[config.mk]
export PLATFORM = sky130hd
export DESIGN_NAME = ultrasonic_echo_responder
export DESIGN_NICKNAME = d
export VERILOG_FILES = /design/src/rtl/ultrasonic_echo_responder.sv
export SDC_FILE = /design/constraint.sdc
export NUM_CORES = 1
export LEC_CHECK = 0
export ABC_AREA = 0
export CAP_MARGIN = 0
export CORE_ASPECT_RATIO = 0.9
export CORE_MARGIN = 10
export CORE_UTILIZATION = 58
export CTS_BUF_LIST = sky130_fd_sc_hd__clkbuf_4 sky130_fd_sc_hd__clkbuf_8 sky130_fd_sc_hd__clkbuf_16
export DETAILED_ROUTE_END_ITERATION = 10
export PLACE_DENSITY = 0.78
export SLEW_MARGIN = 15
export SYNTH_ARGS = -nofsm -noshare
export SYNTH_HDL_FRONTEND = slang
export SYNTH_SLANG_ARGS = --single-unit
[constraint.sdc]
create_clock -name CLK -period 2.83 [get_ports CLK]
set_input_delay 0.849 -clock CLK [delete_from_list [all_inputs] [get_ports CLK]]
set_output_delay 0.849 -clock CLK [all_outputs]
set_load 0.05 [all_outputs]
[src/rtl/ultrasonic_echo_responder.sv]
// Sensor-side HC-SR04 model: accepts a trig pulse and answers with an echo whose width encodes dist_in.
// Optional build macro ULTRASONIC_ECHO_JITTER_EN adds 0..7 cycles of LFSR-driven burst delay jitter.
module ultrasonic_echo_responder #(
    parameter int DIST_W          = 16,
    parameter int TRIG_MIN_CYC    = 1000,
    parameter int BURST_DELAY_CYC = 200,
    parameter int CYC_PER_UNIT    = 100,
    parameter int TIMEOUT_CYC     = 3800000,
    parameter int HOLDOFF_CYC     = 1000
) (
    input  logic              CLK,
    input  logic              RESET_n,
    input  logic              trig,
    input  logic [DIST_W-1:0] dist_in,
    input  logic              dist_valid_in,
    output logic              echo,
    output logic              busy,
    output logic              trig_err,
    output logic [15:0]       meas_count
);

    localparam int          PW         = DIST_W + 32;
    localparam logic [31:0] TRIG_MIN   = 32'(TRIG_MIN_CYC);
    localparam logic [31:0] DELAY_BASE = 32'(BURST_DELAY_CYC);
    localparam logic [31:0] TIMEOUT    = 32'(TIMEOUT_CYC);
    localparam logic [31:0] HOLDOFF    = 32'(HOLDOFF_CYC);

    typedef enum logic [2:0] {
        S_IDLE,
        S_TRIG_HI,
        S_DELAY,
        S_ECHO,
        S_HOLDOFF
    } state_t;

    state_t      state;
    logic [31:0] cnt;
    logic [31:0] echo_w;
    logic [31:0] delay_tgt;
    logic [2:0]  jitter;
    logic        trig_sync_p0;
    logic        trig_sync_p1;
    logic        trig_sync_p2;
    logic        trig_rise;
    logic        trig_fall;
    logic        accept;

    // Echo width: product clamped to the timeout, zero distance still gives a 1-cycle echo.
    function automatic logic [31:0] calc_width(input logic [DIST_W-1:0] d, input logic v);
        logic [PW-1:0] p;
        p = PW'(d) * PW'(CYC_PER_UNIT);
        if (!v || p > PW'(TIMEOUT_CYC))
            calc_width = TIMEOUT;
        else if (p == '0)
            calc_width = 32'd1;
        else
            calc_width = p[31:0];
    endfunction

    // Stage p0/p1: metastability synchronizer; stage p2: delayed copy for edge detection.
    always_ff @(posedge CLK or negedge RESET_n) begin
        if (!RESET_n) begin
            trig_sync_p0 <= 1'b0;
            trig_sync_p1 <= 1'b0;
            trig_sync_p2 <= 1'b0;
        end else begin
            trig_sync_p0 <= trig;
            trig_sync_p1 <= trig_sync_p0;
            trig_sync_p2 <= trig_sync_p1;
        end
    end

    assign trig_rise = trig_sync_p1 & ~trig_sync_p2;
    assign trig_fall = ~trig_sync_p1 & trig_sync_p2;
    assign accept    = (state == S_TRIG_HI) && trig_fall && (cnt >= TRIG_MIN);

`ifdef ULTRASONIC_ECHO_JITTER_EN
    logic [15:0] lfsr;

    always_ff @(posedge CLK or negedge RESET_n) begin
        if (!RESET_n)
            lfsr <= 16'hACE1;
        else
            lfsr <= {lfsr[14:0], lfsr[15] ^ lfsr[13] ^ lfsr[12] ^ lfsr[10]};
    end

    assign jitter = lfsr[2:0];
`else
    assign jitter = 3'd0;
`endif

    // Transaction data captured at trig acceptance; later dist_in changes cannot disturb it.
    always_ff @(posedge CLK) begin
        if (accept) begin
            echo_w    <= calc_width(dist_in, dist_valid_in);
            delay_tgt <= DELAY_BASE + 32'(jitter);
        end
    end

    always_ff @(posedge CLK or negedge RESET_n) begin
        if (!RESET_n) begin
            state      <= S_IDLE;
            cnt        <= '0;
            echo       <= 1'b0;
            busy       <= 1'b0;
            trig_err   <= 1'b0;
            meas_count <= '0;
        end else begin
            trig_err <= 1'b0;
            case (state)
                S_IDLE: begin
                    if (trig_rise) begin
                        cnt   <= 32'd1;
                        state <= S_TRIG_HI;
                    end
                end
                S_TRIG_HI: begin
                    if (accept) begin
                        busy  <= 1'b1;
                        cnt   <= '0;
                        state <= S_DELAY;
                    end else if (trig_fall) begin
                        trig_err <= 1'b1;
                        cnt      <= '0;
                        state    <= S_IDLE;
                    end else if (cnt < TRIG_MIN) begin
                        cnt <= cnt + 32'd1;
                    end
                end
                S_DELAY: begin
                    if (cnt >= delay_tgt) begin
                        echo  <= 1'b1;
                        cnt   <= 32'd1;
                        state <= S_ECHO;
                    end else begin
                        cnt <= cnt + 32'd1;
                    end
                end
                S_ECHO: begin
                    if (cnt >= echo_w) begin
                        echo       <= 1'b0;
                        meas_count <= meas_count + 16'd1;
                        cnt        <= 32'd1;
                        state      <= S_HOLDOFF;
                    end else begin
                        cnt <= cnt + 32'd1;
                    end
                end
                S_HOLDOFF: begin
                    if (cnt >= HOLDOFF) begin
                        busy  <= 1'b0;
                        cnt   <= '0;
                        state <= S_IDLE;
                    end else begin
                        cnt <= cnt + 32'd1;
                    end
                end
                default: begin
                    state <= S_IDLE;
                    cnt   <= '0;
                end
            endcase
        end
    end

endmodule

==> flow_summary.ini <==
[die]
core_area_um2 = 10200
start_util = 0.590
row_count = 35
die_w_um = 127
io-pin-count = 39
dieHeight_um = 117
die_area_um2 = 14900

[route]
remaining_drc_errors = 0
wl_um = 23500
final_antenna_net_count = 0
vias = 6279
first_iter_violations = 989
viasPerCell = 6.60
drt-pass1-iter-count = 6
post_drt_wl_per_cell_um = 24.7

[global_routing]
grt_pass1_wl_um = 32300
grt_start_max_net_pins = 32
grt_antenna_before_repair = 0
grt.total_usage = 0.272
first_global_vias = 6285
grt-ovfl-total = 0

[synth]
synth_edf_count = 22
syn_nets = 747
synthArstFlopShare = 0.722
synth_flop_cell = dfrtp_1
synthDistinctLibCells = 70
syn_area_um2 = 6020
seq_area_frac_synth = 0.347
synth_seq_cells = 79
synth_warnings = 0
synth_cells = 638
synth_area_per_cell_um2 = 9.43

[sta]
relSlewSlack = 0.527
min_period_ps = 4430
rsz0062_at_grt = true
whs_ps = 402
post-route-period-util = 1.57
maxSlewViolCount = 0
tns_ps = -30250
final.setup.worst_slack_ps = -1600
hold_viol = 0
finalSetupViolCount = 21
worstMarginPinSlew_ps = 710
fmax_mhz = 226
skew_ps = 11.1

[power]
p_leak_nw = 4.08
seq_power_share = 0.231
pwr-share-clk = 0.212
powerDensity_nw_per_um2 = 613
p_int_mw = 3.32
swShare = 0.394
p_total_mw = 5.47
power_frac_comb = 0.557
vdd_ir_drop_max_uv = 695
switchingPower_mw = 2.16

[placement]
gp_congestion = 0.854
post-dp-hpwl_um = 11100
dp_slack_ps = -2180
numPortBuffers = 38

[run_status]
violations = setup timing
status = finished, violations left

[critical_path]
endpoint_kind = register
reg2reg_from = cnt[17]
crit_path_max_incr_delay_ps = 550
path_max_fanout = 8
crit_slowest_cell = fa_1
cp.buffers_inverters = 6
crit_type = input port to register
critPathRequiredTime_ps = 2930
path_common_cell = ha_4
arrival_ps = 4520
crit_start = dist_in[11]
cp-start-kind = input port
cp_cell_sequence = buf_2 -> buf_6 -> ha_4 -> ha_4 -> inv_1 -> fa_1 -> inv_2 -> ha_4 -> buf_6 -> nor2_1 -> nor2_1 -> o41ai_4 -> xor2_2 -> o311ai_2 -> a211oi_2 -> buf_4 -> nand2b_1
cp_top_family = adder cells

[clocking]
cts_buffers = 9
cts_htree_levels = 3
cts_root_buf = clkbuf_16
worstSkewPairLatency_ps = 360
cts_tree = built
clock_path_buffers = 2
cts_num_sinks = 79
hold_buffers = 0
clk_pin_slew_worst_paths_ps = 70

[final_layout]
areaGrowthSynthToFinish_pct = 48.4
drive_gt1_frac = 0.384
diodes = 0
nNetsFinal = 926
final_core_util = 0.875
fillers = 412

[run]
drv_cap = 0

[worst_hold_path]
min_from = trig_sync_p0
hp-class = register to register
[cell families after synthesis]
group / share of synthesized area
AO/OA/AOI/OAI: 0.117
XOR/XNOR: 0.0786
adder cells (fa/ha/maj): 0.199
buffers and inverters: 0.0636
flip-flops: 0.347
multiplexers: 0.00187
other: 0.000623
AND/OR/NAND/NOR: 0.193
[layer usage]
layer	part of all wire	vias to the layer above	global-route usage
met5	0	-	0
met4	0.081	0	0.165
met3	0.078	189	0.0499
met2	0.48	466	0.494
met1	0.36	3031	0.288
li1	-	2593	-
[cell type report]
cell class,instances,area (µm²),area share
Multi-Input combinational cell,464,4560,0.510
Sequential cell,79,2090,0.234
Timing Repair Buffer,181,1520,0.170
Inverter,82,313,0.0350
Clock buffer,12,265,0.0297
Tap cell,129,161,0.0181
Clock inverter,4,25.0,0.00280
[power by group through the flow]
stage          sequential (mW)  combinational, mW  clock [mW]
2_1_floorplan             1.27               1.16           0
3_3_place_gp              1.28               1.83           0
3_5_place_dp              1.28               1.90           0
4_1_cts                   1.26               2.41        1.13
5_1_grt                   1.27               3.17        1.19
6_report                  1.26               3.05        1.16
[synthesized netlist by cell type, drive strengths merged (6+ instances only)]
cell type,n,share of area
nor4,6,0.0062
nand2,44,0.027
xnor2,25,0.036
and2,10,0.010
fa,11,0.037
a21oi,21,0.020
ha,78,0.16
and3,19,0.020
nand4,21,0.022
clkbuf,6,0.0037
inv,82,0.051
o21ai,16,0.013
edfxtp,22,0.11
xor2,29,0.042
nor2,56,0.035
a31oi,6,0.0087
nor3,16,0.014
nand3,23,0.019
dfrtp,57,0.24
a21o,13,0.017
buf,8,0.0087
[state kept, by name (all words and copies together), names as in the netlist]
name / count
trig_err: 1
busy: 1
cnt: 32
meas_count: 16
state: 3
trig_sync_p2: 1
trig_sync_p0: 1
echo_w: 22
trig_sync_p1: 1
echo: 1
[cell usage in the layout, fill, tap and decap left out, types with 4 or more instances in the layout]
cell type        synthesis  layout
nor3_1                  15      11
buf_6                    2      15
nand4_1                 21      21
o21ai_0                 15       8
clkbuf_16                0      11
a21oi_1                 19      14
nor2_1                  56      46
o21ai_1                  1       4
and3_1                  19      17
nand3_1                 23      21
xnor2_1                 25      23
dfrtp_1                 57      57
nand2b_1                 4       4
nand2_1                 44      40
nand2_2                  0       4
a21o_1                  12      11
ha_1                    78      35
fa_1                    11       8
buf_8                    0       4
buf_2                    6       4
a21oi_2                  1       4
inv_2                    0      17
a21oi_4                  1       4
edfxtp_1                22      22
nor2_4                   0       8
and2_1                  10       7
o211ai_1                 5       5
ha_4                     0      42
inv_1                   82      63
buf_4                    0     132
xor2_2                   0       5
clkdlybuf4s50_1          0      22
xor2_1                  29      24
[metrics by stage]
stage / instance area [µm²] / instances
2_1_floorplan: 6220 / 638
3_3_place_gp: 7500 / 901
3_5_place_dp: 7500 / 901
4_1_cts: 8600 / 938
5_1_grt: 8930 / 951
6_report: 8930 / 951
[what timing repair did]
action / in CTS / in global routing
cloned: 1 / 3
endpoints found under the setup margin: 39 / 60
resized for setup: 187 / 50
pin swaps: 77 / 40
hold endpoints to repair: 0 / 0
setup buffers: 21 / 12
[path summary, 6_finish.rpt]
kind,endpoint,slack (ps),cells past startpoint
worst min register to register,trig_sync_p1,400,0
max in group asynchronous,meas_count[11],1580,2
worst max-delay path,echo_w[6],-1600,17
worst min-delay path,trig_sync_p1,400,0
min in group asynchronous,cnt[21],550,1
worst max register to register,cnt[5],60,10
(Power assumes the default switching activity.)
